## config.mk

```make
export PLATFORM = sky130hd
export DESIGN_NAME = n64adv2_dram_arbiter
export DESIGN_NICKNAME = d
export VERILOG_FILES = /design/src/rtl/n64adv2_dram_arbiter_pkg.sv /design/src/rtl/n64adv2_dram_refresh_sched.sv /design/src/rtl/n64adv2_dram_arbiter.sv
export SDC_FILE = /design/constraint.sdc
export NUM_CORES = 1
export LEC_CHECK = 0
export BUFFER_PORTS_ARGS = -buffer_cell sky130_fd_sc_hd__buf_2
export CAP_MARGIN = 20
export CORE_MARGIN = 2
export CORE_UTILIZATION = 46
export CTS_CLUSTER_SIZE = 10
export DETAILED_ROUTE_END_ITERATION = 10
export GPL_TIMING_DRIVEN = 1
export HOLD_SLACK_MARGIN = 0.06
export MAX_ROUTING_LAYER = met4
export PLACE_DENSITY = 0.84
export SETUP_SLACK_MARGIN = 0.3
export SLEW_MARGIN = 20
export SYNTH_ARGS = -nofsm -noshare
export SYNTH_HDL_FRONTEND = slang
export SYNTH_SLANG_ARGS = --single-unit
```

## constraint.sdc

```tcl
create_clock -name DRAM_CLK_i -period 2.7 [get_ports DRAM_CLK_i]
set_clock_uncertainty 0.1 [all_clocks]
set_input_delay 0.54 -clock DRAM_CLK_i [delete_from_list [all_inputs] [get_ports DRAM_CLK_i]]
set_output_delay 0.54 -clock DRAM_CLK_i [all_outputs]
set_load 0.02 [all_outputs]
```

## src/rtl/n64adv2_dram_arbiter_pkg.sv

```systemverilog
// rtl/n64adv2_dram_arbiter_pkg.sv - shared encodings and refresh defaults for the DRAM arbiter
package n64adv2_dram_arbiter_pkg;

    localparam logic [1:0] CMD_NOP = 2'b00;
    localparam logic [1:0] CMD_RD  = 2'b01;
    localparam logic [1:0] CMD_WR  = 2'b10;
    localparam logic [1:0] CMD_REF = 2'b11;

    localparam logic [1:0] ST_IDLE  = 2'd0;
    localparam logic [1:0] ST_ISSUE = 2'd1;
    localparam logic [1:0] ST_BUSY  = 2'd2;

    // 7.8 us average refresh period at each supported DRAM clock
    localparam int REF_INTERVAL_50MHZ  = 390;
    localparam int REF_INTERVAL_100MHZ = 780;
    localparam int REF_INTERVAL_133MHZ = 1037;

endpackage

```

## src/rtl/n64adv2_dram_refresh_sched.sv

```systemverilog
// rtl/n64adv2_dram_refresh_sched.sv - refresh interval timer with saturating pending-refresh count
module n64adv2_dram_refresh_sched #(
    parameter int REF_INTERVAL = 780,
    parameter int MAX_REF_PEND = 4
) (
    input  logic clk,
    input  logic resetn,
    input  logic ref_grant,
    output logic ref_pend_nz,
    output logic ref_urgent,
    output logic ref_overrun
);

    localparam int CNT_W  = ($clog2(REF_INTERVAL) > 0) ? $clog2(REF_INTERVAL) : 1;
    localparam int PEND_W = $clog2(MAX_REF_PEND + 1);
    localparam logic [CNT_W-1:0]  RELOAD   = CNT_W'(REF_INTERVAL - 1);
    localparam logic [PEND_W-1:0] PEND_MAX = PEND_W'(MAX_REF_PEND);

    logic [CNT_W-1:0]  interval_cnt;
    logic [PEND_W-1:0] ref_pend;
    logic              tick;

    assign tick        = (interval_cnt == '0);
    assign ref_pend_nz = (ref_pend != '0);
    assign ref_urgent  = (ref_pend == PEND_MAX);

    always_ff @(posedge clk) begin
        if (!resetn) begin
            interval_cnt <= RELOAD;
            ref_pend     <= '0;
            ref_overrun  <= 1'b0;
        end else begin
            interval_cnt <= tick ? RELOAD : interval_cnt - CNT_W'(1);
            if (tick && ref_pend == PEND_MAX)
                ref_overrun <= 1'b1;
            // a tick and a grant in the same cycle cancel out
            if (tick && !ref_grant && ref_pend != PEND_MAX)
                ref_pend <= ref_pend + PEND_W'(1);
            else if (!tick && ref_grant)
                ref_pend <= ref_pend - PEND_W'(1);
        end
    end

endmodule

```

## src/rtl/n64adv2_dram_arbiter.sv

```systemverilog
// rtl/n64adv2_dram_arbiter.sv - schedules scaler read/write bursts and refresh onto the shared SDRAM
module n64adv2_dram_arbiter
    import n64adv2_dram_arbiter_pkg::*;
#(
    parameter int ADDR_W        = 22,
    parameter int LEN_W         = 4,
    parameter int REF_INTERVAL  = REF_INTERVAL_100MHZ,
    parameter int MAX_REF_PEND  = 4,
    parameter int MAX_RD_STREAK = 3
) (
    input  logic              DRAM_CLK_i,
    input  logic              DRAM_nRST_i,
    input  logic              rd_req_i,
    input  logic [ADDR_W-1:0] rd_addr_i,
    input  logic [LEN_W-1:0]  rd_len_i,
    output logic              rd_gnt_o,
    output logic              rd_done_o,
    input  logic              wr_req_i,
    input  logic [ADDR_W-1:0] wr_addr_i,
    input  logic [LEN_W-1:0]  wr_len_i,
    output logic              wr_gnt_o,
    output logic              wr_done_o,
    output logic              mem_cmd_valid_o,
    input  logic              mem_cmd_ready_i,
    output logic [1:0]        mem_cmd_o,
    output logic [ADDR_W-1:0] mem_addr_o,
    output logic [LEN_W-1:0]  mem_len_o,
    input  logic              mem_done_i,
    output logic              ref_overrun_o
);

    localparam int STREAK_W = $clog2(MAX_RD_STREAK + 1);
    localparam logic [STREAK_W-1:0] STREAK_MAX = STREAK_W'(MAX_RD_STREAK);

    logic [1:0]          state;
    logic [1:0]          cur_cmd;
    logic [STREAK_W-1:0] rd_streak;
    logic [1:0]          sel_cmd;
    logic [ADDR_W-1:0]   sel_addr;
    logic [LEN_W-1:0]    sel_len;
    logic                ref_pend_nz;
    logic                ref_urgent;
    logic                ref_grant;

    n64adv2_dram_refresh_sched #(
        .REF_INTERVAL(REF_INTERVAL),
        .MAX_REF_PEND(MAX_REF_PEND)
    ) u_refresh_sched (
        .clk        (DRAM_CLK_i),
        .resetn     (DRAM_nRST_i),
        .ref_grant  (ref_grant),
        .ref_pend_nz(ref_pend_nz),
        .ref_urgent (ref_urgent),
        .ref_overrun(ref_overrun_o)
    );

    // urgent refresh first, then a starved write, then reads, writes, lazy refresh
    always_comb begin
        sel_cmd = CMD_NOP;
        if (state == ST_IDLE) begin
            if (ref_urgent)                              sel_cmd = CMD_REF;
            else if (wr_req_i && rd_streak >= STREAK_MAX) sel_cmd = CMD_WR;
            else if (rd_req_i)                           sel_cmd = CMD_RD;
            else if (wr_req_i)                           sel_cmd = CMD_WR;
            else if (ref_pend_nz)                        sel_cmd = CMD_REF;
        end
    end

    always_comb begin
        sel_addr = '0;
        sel_len  = '0;
        if (sel_cmd == CMD_RD) begin
            sel_addr = rd_addr_i;
            sel_len  = rd_len_i;
        end else if (sel_cmd == CMD_WR) begin
            sel_addr = wr_addr_i;
            sel_len  = wr_len_i;
        end
    end

    assign ref_grant = (sel_cmd == CMD_REF);

    always_ff @(posedge DRAM_CLK_i) begin
        if (!DRAM_nRST_i) begin
            state           <= ST_IDLE;
            cur_cmd         <= CMD_NOP;
            rd_streak       <= '0;
            rd_gnt_o        <= 1'b0;
            wr_gnt_o        <= 1'b0;
            rd_done_o       <= 1'b0;
            wr_done_o       <= 1'b0;
            mem_cmd_valid_o <= 1'b0;
            mem_cmd_o       <= CMD_NOP;
            mem_addr_o      <= '0;
            mem_len_o       <= '0;
        end else begin
            rd_gnt_o  <= 1'b0;
            wr_gnt_o  <= 1'b0;
            rd_done_o <= 1'b0;
            wr_done_o <= 1'b0;
            case (state)
                ST_IDLE: begin
                    if (sel_cmd != CMD_NOP) begin
                        state           <= ST_ISSUE;
                        cur_cmd         <= sel_cmd;
                        mem_cmd_valid_o <= 1'b1;
                        mem_cmd_o       <= sel_cmd;
                        mem_addr_o      <= sel_addr;
                        mem_len_o       <= sel_len;
                        rd_gnt_o        <= (sel_cmd == CMD_RD);
                        wr_gnt_o        <= (sel_cmd == CMD_WR);
                        if (sel_cmd == CMD_RD && rd_streak < STREAK_MAX)
                            rd_streak <= rd_streak + STREAK_W'(1);
                        else if (sel_cmd == CMD_WR)
                            rd_streak <= '0;
                    end
                end
                ST_ISSUE: begin
                    if (mem_cmd_ready_i) begin
                        mem_cmd_valid_o <= 1'b0;
                        mem_cmd_o       <= CMD_NOP;
                        state           <= ST_BUSY;
                    end
                end
                ST_BUSY: begin
                    if (mem_done_i) begin
                        rd_done_o <= (cur_cmd == CMD_RD);
                        wr_done_o <= (cur_cmd == CMD_WR);
                        state     <= ST_IDLE;
                    end
                end
                default: state <= ST_IDLE;
            endcase
        end
    end

endmodule
```

==> results of run 1 <==
==> worst reg2reg max path, cell delays in order (launching register included) <==
cell	delay, ps
dfxtp_2	350
inv_2	60
ha_1	130
or3b_4	380
nor4_4	250
o311a_4	230
inv_1	50
fa_2	330
mux2i_1	190
mux2i_1	190
==> final cells by class <==
cell class | count | area, um^2 | share of cell area
Sequential cell | 53 | 1064 | 0.3455
Tap cell | 70 | 87.58 | 0.02846
Inverter | 5 | 18.77 | 0.006098
Timing Repair Buffer | 99 | 528.0 | 0.1715
Clock buffer | 6 | 82.58 | 0.02683
Clock inverter | 2 | 17.52 | 0.005691
Multi-Input combinational cell | 202 | 1280 | 0.4159
==> stage by stage <==
step | power (mW) | hold WS (ps)
2_1_floorplan | 1.602 | 290.7
3_3_place_gp | 1.832 | 304.0
3_5_place_dp | 1.862 | 319.4
4_1_cts | 2.338 | 339.2
5_1_grt | 2.483 | 346.5
6_report | 2.335 | 345.5
==> routing by layer <==
layer | GRT usage | vias up
met2 | 0.3549 | 94
met4 | 0.08545 | 0
li1 | - | 1173
met5 | - | -
met3 | 0.04621 | 7
met1 | 0.2415 | 1067
==> Yosys cell counts (all sizes together) (2+ instances only) <==
cell type / instances
mux2i: 2
buf: 3
ha: 3
a21oi: 37
xor2: 2
or3: 2
dfxtp: 53
and3: 4
or3b: 3
nor4: 3
nor3b: 3
nor2b: 2
nand3: 2
o21ai: 56
nor2: 15
nand2: 7
clkbuf: 17
a21o: 26
inv: 5
nor3: 8
nand2b: 5
o21a: 3
xnor2: 4
==> sequential cells by signal, summed over array words and instances, names as in the netlist, 2 cells and up <==
name,cells
u_refresh_sched.ref_pend,3
mem_len_o,4
u_refresh_sched.interval_cnt,10
mem_addr_o,22
state,2
mem_cmd_o,2
cur_cmd,2
rd_streak,2
==> power groups by stage <==
stage	Combinational (mW)	Sequential [mW]	Clock [mW]
floorplan	0.482	1.12	0
detailed placement	0.856	1.01	0
finish	0.860	0.994	0.481
global placement	0.830	1.00	0
global route	0.954	1.01	0.516
CTS	0.858	0.993	0.488
==> worst max path at each step <==
stage,start,end,slack [ps],depth (start not counted)
after floorplan,u_refresh_sched.interval_cnt[0],u_refresh_sched.ref_pend[2],290,9
after global placement,u_refresh_sched.interval_cnt[0],u_refresh_sched.ref_pend[2],340,9
after detailed placement,u_refresh_sched.interval_cnt[0],u_refresh_sched.ref_pend[2],280,9
after CTS,u_refresh_sched.interval_cnt[3],u_refresh_sched.ref_pend[2],310,7
after global routing,u_refresh_sched.interval_cnt[1],u_refresh_sched.ref_pend[2],250,9
final,u_refresh_sched.interval_cnt[1],u_refresh_sched.ref_pend[2],380,9
==> cell families (layout without fill, tap and decap cells) <==
kind of cell | after synthesis | after routing
AO/OA/AOI/OAI | 131 | 131
AND/OR/NAND/NOR | 59 | 59
flip-flops | 53 | 53
buffers and inverters | 25 | 112
XOR/XNOR | 6 | 6
adder cells (fa/ha/maj) | 4 | 4
multiplexers | 2 | 2
==> timing repair <==
item,CTS,global route
pin swaps,2,3
resized for setup,0,6
setup endpoints to repair,1,2
setup buffers,1,2
==> flow_summary.toml, run 1 <==
[detailed_routing]
drt-total-wl_um = 5874
viasPerCell = 5.357
met3_length_um = 386
vias = 2341
first_pass_iters = 4
wl_met2_um = 2863
drc_errors = 0
first_iter_violations = 87
top_layer = "met4"
avgRoutedWirePerCell_um = 13.44
m1WireLength_um = 2543
ant_nets = 0

[placed_design]
placedCellCount = 426
dpl_cell_area_um2 = 2950
dpl_worst_slack_ps = 275.9
dp.final_hpwl_um = 4054
io_buffers = 91
place_congestion = 0.7298

[synth]
netlist_area_um2 = 2420
async_flop_share = 0
synth_top_family_by_area = "compound AO/OA/AOI/OAI gates"
synth_compound_area_frac = 0.3252
avgSynthCellArea_um2 = 8.642
synth-seq-area-share = 0.4385
synth_seq_cells = 53
synth_edf_count = 0
synth_flop_cell = "dfxtp_1"
ys_types = 45
muxShareOfSynthArea = 0.008273
synthSimpleGateAreaFrac = 0.1427
synthAdderAreaFrac = 0.02378
yosysWarnings = 0
syn_inst = 280
synth_top_area_share = 0.4385
synth_xor_area_frac = 0.02172
synthTopCellsByArea = "dfxtp_1 44%, o21ai_0 11%, a21o_1 8.1%, a21oi_1 7.2%, clkbuf_1 2.6%"
syn_nets = 342
synth_top_area_cell = "dfxtp_1"

[sta]
finalCritPeriodShare = 0.8584
worst_pin_slew_ps = 612.7
rsz0062_at_grt = "yes"
slew_viol_final = 0
fmax_mhz = 431.5
setup_viol_count_final = 0
slew_headroom = 0.5906
worst_slack_ps = 382.4
hold_viol = 0
timing.setup.tns_ps = 0
finalCriticalPeriod_ps = 2318

[worst_hold_path]
min_from = "mem_cmd_ready_i"
hold_path_class = "primary input to register"
hold_path_depth = 2
worstHoldEndpoint = "state[0]"

[critical_path]
crit_chain = "inv_2 > ha_1 > or3b_4 > nor4_4 > o311a_4 > inv_1 > fa_2 > mux2i_1 > mux2i_1"
worstPathMaxFanout = 3
timing.rr.start = "u_refresh_sched.interval_cnt[1]"
r2r_cells = 9
critical-path-top-delay-family = "simple AND/OR/NAND/NOR gates"
slowest_delay_ps = 380
crit_top_cell = "mux2i_1"
worstPathRequired_ps = 2840
crit_type = "register to register"
regToRegSetupSlack_ps = 380
critPathSlowestCell = "or3b_4"
startpoint_type = "register"
critical_path_arrival_ps = 2460
worst-path-buf-inv = 2
endpoint_kind = "register"
rr_endpoint = "u_refresh_sched.ref_pend[2]"

[global_routing]
grt_pass1_vias = 2248
antenna_found_initial = 0
grt_usage = 0.2098
grt_max_degree = 61
grt_pass1_wl_um = 9784
grt_overflow = 0

[clock_tree]
cts_tree = "done"
cts_hold_buf = 0
cts_htree_levels = 2
clk_pin_slew_ps = 100
clock_latency_ps = 310
clock-root-buffer = "clkbuf_8"
cts_buffer_depth = 2
clock_sinks = 53
cts_made_buffers = 5

[power_and_ir_drop]
peakVddDrop_v = 0.0004553
pwr-share-clk = 0.206
comb_power_share = 0.368
p_int_mw = 1.462
swShare = 0.3737
p_seq_frac = 0.426
p_leak_nw = 1.455
switchingPower_uw = 872.5
p_per_area_nw_per_um2 = 758.6

[layout]
drive_above_1_share = 0.3351
syn_to_final_growth_pct = 27.20
design_area_um2 = 3078
fillers = 432
final_cells = 437
final_cell_mix = "91 x buf_2, 53 x o21ai_0, 51 x dfxtp_1"
final_common_cell = "buf_2"
diodes = 0
fin_util = 0.6026
fin_nets = 428

[die]
die_area_um2 = 5857
die_x_um = 76.53
coreArea_um2 = 5107
dieHeight_um = 76.53
rows = 26
initial_core_util = 0.4738
ios = 92

[run]
cap_violations = 0

[status]
status = "complete, no violations"
(Power assumes the default switching activity.)
==> run 2, diff against run 1 <==
Settings changed: CAP_MARGIN 20 to 40, CELL_PAD_IN_SITES_DETAIL_PLACEMENT set to 1, CELL_PAD_IN_SITES_GLOBAL_PLACEMENT set to 1, CORE_UTILIZATION 46 to 35, PLACE_DENSITY 0.84 to 0.87.
==> run 2 against run 1 <==
  * Core utilization decreased by 13 points
  * Via count increased by 2.6%
  * Largest cell class unchanged
  * Highest routed layer unchanged
  * Largest power group unchanged
  * Global-route usage decreased by 1.1 points
==> flow_summary.toml, run 2 (same netlist as run 1, synthesis figures left out) <==
[power_and_ir_drop]
switchingPower_uw = 906.6
comb_power_share = 0.362
peakVddDrop_v = 0.0002552
p_seq_frac = 0.391
p_leak_nw = 1.497
swShare = 0.3559
p_per_area_nw_per_um2 = 795.0
pwr-share-clk = 0.246
p_int_mw = 1.641

[detailed_routing]
first_iter_violations = 109
vias = 2401
drt-total-wl_um = 6996
ant_nets = 0
avgRoutedWirePerCell_um = 15.48
first_pass_iters = 4
viasPerCell = 5.312
drc_errors = 0

[layout]
final_cell_mix = "91 x buf_2, 53 x o21ai_0, 51 x dfxtp_1"
max_flop_register = "mem_addr_o"
syn_to_final_growth_pct = 32.42
fillers = 830
final_common_cell = "buf_2"
top_regs = "mem_addr_o x22, u_refresh_sched.interval_cnt x10, mem_len_o x4"
multi_input_area_um2 = 1309
drive_above_1_share = 0.3522
fin_nets = 433
regArea_um2 = 1066
largest_register_ffs = 22
diodes = 0

[critical_path]
startpoint_type = "register"
critical_path_arrival_ps = 2500
worstSetupEndpoint = "u_refresh_sched.ref_pend[2]"
slowest_delay_ps = 380
crit_chain = "inv_2 > ha_4 > or3b_4 > nor4_4 > o311a_4 > inv_2 > fa_2 > mux2i_1 > mux2i_1"
timing.rr.start = "u_refresh_sched.interval_cnt[1]"
critPathSlowestCell = "or3b_4"
startpoint = "u_refresh_sched.interval_cnt[1]"
endpoint_kind = "register"
worstPathMaxFanout = 3
worstPathRequired_ps = 2830
crit_type = "register to register"
r2r_cells = 9
rr_endpoint = "u_refresh_sched.ref_pend[2]"
regToRegSetupSlack_ps = 340

[sta]
worst_hold_slack_ps = 353.3
timing.setup.tns_ps = 0
worst_pin_slew_ps = 528.4
rsz0062_at_grt = "yes"
setup_viol_count_final = 0
finalCritPeriodShare = 0.8755
slew_viol_final = 0
fmax_mhz = 423.0
slew_headroom = 0.6470
finalCriticalPeriod_ps = 2364
hold_viol = 0

[placed_design]
io_buffers = 91
place_congestion = 0.7369
dp.final_hpwl_um = 4932

[die]
die_area_um2 = 7595
die_x_um = 87.15
ios = 92
coreArea_um2 = 6756
rows = 30
initial_core_util = 0.3581
dieHeight_um = 87.15

[clock_tree]
cts_made_buffers = 5
clock_latency_ps = 300
clock-root-buffer = "clkbuf_8"
cts_tree = "done"
cts_htree_levels = 2
clock_sinks = 53
cts_buffer_depth = 2
clk_pin_slew_ps = 90

[global_routing]
grt_pass1_wl_um = 11760
met2_usage = 0.3463
grt_pass1_vias = 2541
grt_overflow = 0
grt_max_degree = 41
globalRouteMet1Util = 0.2342
use_met3 = 0.04739
grt.busiest_layer = "met2"
grt_usage = 0.1986
antenna_found_initial = 0

[worst_hold_path]
hold_path_class = "register to register"
min_from = "cur_cmd[0]"

[run]
cap_violations = 0

[status]
status = "complete, no violations"
[run 2: cell type report]
type                       count  share of cell area
timing repair buffer         103              0.1792
sequential                    53              0.3327
clock buffer                   5             0.02148
multi-input combinational    203              0.4084
inverter                       5            0.006638
tap                           80             0.03124
clock inverter                 3             0.02030
[run 2: worst min path at each step]
stage | to | slack (ps) | cells past startpoint
finish | wr_done_o | 350 | 1
global route | state[0] | 360 | 2
CTS | wr_done_o | 350 | 1
detailed placement | u_refresh_sched.interval_cnt[0] | 340 | 1
global placement | u_refresh_sched.interval_cnt[0] | 300 | 1
floorplan | u_refresh_sched.interval_cnt[0] | 290 | 1
[run 2: what timing repair did]
item | 4_1_cts | 5_1_grt
pin swaps | 4 | 5
hold buffers | 0 | 0
setup buffers | 2 | 4
endpoints found under the setup margin | 3 | 21
gates cloned | 1 | 0
gates resized for setup | 0 | 14
[run 2: per-layer routing]
metal / part of all wire / routed length, um
met4: 0.0024 / 17
met1: 0.43 / 3007
met5: 0 / 0
met3: 0.058 / 403
met2: 0.51 / 3567
[run 2: per-stage QoR]
| step | cell area, um^2 | instances | setup slack [ps] | total power [mW] | utilization |
|---|---|---|---|---|---|
| 2_1_floorplan | 2432 | 280 | 291.7 | 1.602 | - |
| 3_3_place_gp | 2983 | 437 | 332.0 | 1.865 | 0.4415 |
| 3_5_place_dp | 2983 | 437 | 209.5 | 1.905 | 0.4415 |
| 4_1_cts | 3141 | 448 | 293.0 | 2.553 | 0.4648 |
| 5_1_grt | 3204 | 452 | 229.6 | 2.719 | 0.4743 |
| 6_report | 3204 | 452 | 336.2 | 2.548 | 0.4743 |
[run 2: power groups by stage]
stage               Sequential (mW)  Combinational [mW]  Clock, mW
floorplan                      1.12               0.482          0
detailed placement             1.01               0.894          0
CTS                           0.995               0.915      0.642
global route                   1.01                1.03      0.677
global placement               1.01               0.860          0
finish                        0.997               0.923      0.628
[run 2: critical path, delay by kind of cell (launching register included)]
kind / cells / cell delay [ps]
AOI/OAI and AO/OA: 1 / 250
adders and majority gates: 2 / 460
buffers and inverters: 2 / 120
DFF: 1 / 350
muxes: 2 / 370
and+or+nand+nor: 2 / 640
==> run 3, diff against run 2 <==
Settings changed: BUFFER_PORTS_ARGS -buffer_cell sky130_fd_sc_hd__buf_2 to -buffer_cell sky130_fd_sc_hd__buf_4.
==> run 3 against run 2 <==
  * Highest routed layer unchanged
  * Clock power decreased by 28%
  * Total power decreased by 4.3%
  * Design area grew 4.5%
  * Register-to-register slack got worse by 80 ps
  * Combinational power grew 6.0%
  * Die area is the same
  * Count of clock-buffer cells in the layout is 1 higher
  * Fmax is 3.2% lower
  * Sequential power about the same
  * Sequential cell count stayed put
  * Largest power group unchanged
==> flow_summary.toml, run 3 (same netlist as run 1, synthesis figures left out) <==
[placed_design]
placedCellCount = 437
place_congestion = 0.8201
io_buffers = 91
dpl_cell_area_um2 = 3186
dp.final_hpwl_um = 5172

[die]
rows = 30
dieHeight_um = 87.15
die_x_um = 87.15
coreArea_um2 = 6756
initial_core_util = 0.3581
die_area_um2 = 7595
ios = 92

[sta]
timing.setup.tns_ps = 0
rsz0062_at_grt = "yes"
finalCritPeriodShare = 0.9040
setup_viol_count_final = 0
hold_viol = 0
worst_hold_slack_ps = 349.8
finalCriticalPeriod_ps = 2441
slew_headroom = 0.5679
worst_pin_slew_ps = 648.2
fmax_mhz = 409.7
slew_viol_final = 0

[layout]
max_flop_register = "mem_addr_o"
syn_to_final_growth_pct = 38.37
top_regs = "mem_addr_o x22, u_refresh_sched.interval_cnt x10, mem_len_o x4"
largest_register_ffs = 22
fin_util = 0.4956
design_area_um2 = 3348
diodes = 0
drive_above_1_share = 0.3486
final_common_cell = "buf_4"
fin_nets = 432
final_cells = 450
final_cell_mix = "102 x buf_4, 53 x o21ai_0, 51 x dfxtp_1"

[critical_path]
critPathSlowestCell = "or3b_4"
worst-path-buf-inv = 2
regToRegSetupSlack_ps = 260
worstPathMaxFanout = 4
slowest_delay_ps = 390
startpoint_type = "register"
crit_chain = "inv_2 > ha_4 > or3b_4 > nor4_4 > o311a_4 > inv_2 > fa_2 > mux2i_1 > mux2i_1"
r2r_cells = 9
worstPathRequired_ps = 2830
critical-path-top-delay-family = "simple AND/OR/NAND/NOR gates"
critical_path_arrival_ps = 2570
crit_type = "register to register"
timing.rr.start = "u_refresh_sched.interval_cnt[1]"
rr_endpoint = "u_refresh_sched.ref_pend[2]"
endpoint_kind = "register"

[detailed_routing]
first_iter_violations = 97
avgRoutedWirePerCell_um = 16.65
first_pass_iters = 4
drc_errors = 0
ant_nets = 0
vias = 2442
drt-total-wl_um = 7493
viasPerCell = 5.427

[clock_tree]
cts_htree_levels = 2
cts_made_buffers = 5
clock_sinks = 53
clock-root-buffer = "clkbuf_8"
cts_hold_buf = 0
clk_pin_slew_ps = 90
cts_buffer_depth = 2
cts_tree = "done"
clock_latency_ps = 300

[worst_hold_path]
hold_path_depth = 1
min_from = "cur_cmd[1]"
worstHoldEndpoint = "rd_done_o"
hold_path_class = "register to register"

[global_routing]
grt_usage = 0.1902
grt_pass1_vias = 2409
globalRouteMet1Util = 0.2335
antenna_found_initial = 0
grt.busiest_layer = "met2"
grt_overflow = 0
use_met3 = 0.03886
met2_usage = 0.3227
grt_max_degree = 41
grt_pass1_wl_um = 11140

[run]
cap_violations = 0

[power_and_ir_drop]
p_leak_nw = 1.517
peakVddDrop_v = 0.0002975
p_per_area_nw_per_um2 = 727.9

[status]
status = "complete, no violations"
## run 3: cell count changes in the layout (fill, tap and decap cells not counted)
cell        change
buf_4          +93
buf_2          -91
buf_12          -2
bufinv_16       -2
a21oi_2         +1
a21oi_4         -1
buf_6           -1
clkbuf_8        +1
clkinv_2        -1
clkinvlp_4      +1
o211a_1         +1
o211a_2         -1
o21ai_1         -1
o21ai_2         +1
## run 3: how the worst max path moves through the flow
stage,end,depth (start not counted),from,slack [ps]
final,u_refresh_sched.ref_pend[2],9,u_refresh_sched.interval_cnt[1],260
after global routing,u_refresh_sched.ref_pend[2],9,u_refresh_sched.interval_cnt[1],130
after CTS,u_refresh_sched.ref_pend[1],7,u_refresh_sched.interval_cnt[5],320
after detailed placement,u_refresh_sched.ref_pend[1],9,u_refresh_sched.interval_cnt[0],240
after global placement,u_refresh_sched.ref_pend[2],9,u_refresh_sched.interval_cnt[0],340
after floorplan,u_refresh_sched.ref_pend[2],9,u_refresh_sched.interval_cnt[0],290
## run 3: what timing repair did
item,4_1_cts,5_1_grt
gates cloned,0,1
gates resized for setup,1,11
pin swaps,3,5
endpoints found under the setup margin,2,11
setup buffers,1,4
## run 3: metal layers
| layer | vias up | wire length (um) |
|---|---|---|
| met5 | - | 0 |
| met4 | 0 | 169 |
| met3 | 15 | 373 |
| met2 | 72 | 3742 |
| met1 | 1170 | 3208 |
| li1 | 1185 | - |
## run 3: layout make-up
cell class              count  area, um^2
well taps                  80       100.1
fillers                   793        3408
clock buffers               6       82.58
clock inverters             1       7.507
repair buffers            102       765.7
inverters                   5       21.27
multi-input cells         203        1305
flip-flops and latches     53        1066
## run 3: power breakdown
group / total, mW / leakage (nW) / internal (mW) / switching, mW
Combinational: 0.978 / 1.04 / 0.418 / 0.560
Sequential: 1.00 / 0.436 / 0.912 / 0.0927
Clock: 0.454 / 0.0433 / 0.203 / 0.251
Total: 2.44 / 1.52 / 1.53 / 0.904
## run 3: worst reg2reg max path, cell delays in order, from the launching register on
cell     delay (ps)
dfxtp_2         360
inv_2            80
ha_4            120
or3b_4          390
nor4_4          310
o311a_4         260
inv_2            40
fa_2            340
mux2i_1         190
mux2i_1         190
## run 3: metrics by stage
| stage | setup WS (ps) | power (mW) |
|---|---|---|
| 2_1_floorplan | 291.7 | 1.602 |
| 3_3_place_gp | 342.2 | 1.927 |
| 3_5_place_dp | 243.5 | 1.970 |
| 4_1_cts | 318.9 | 2.423 |
| 5_1_grt | 126.2 | 2.596 |
| 6_report | 259.1 | 2.437 |
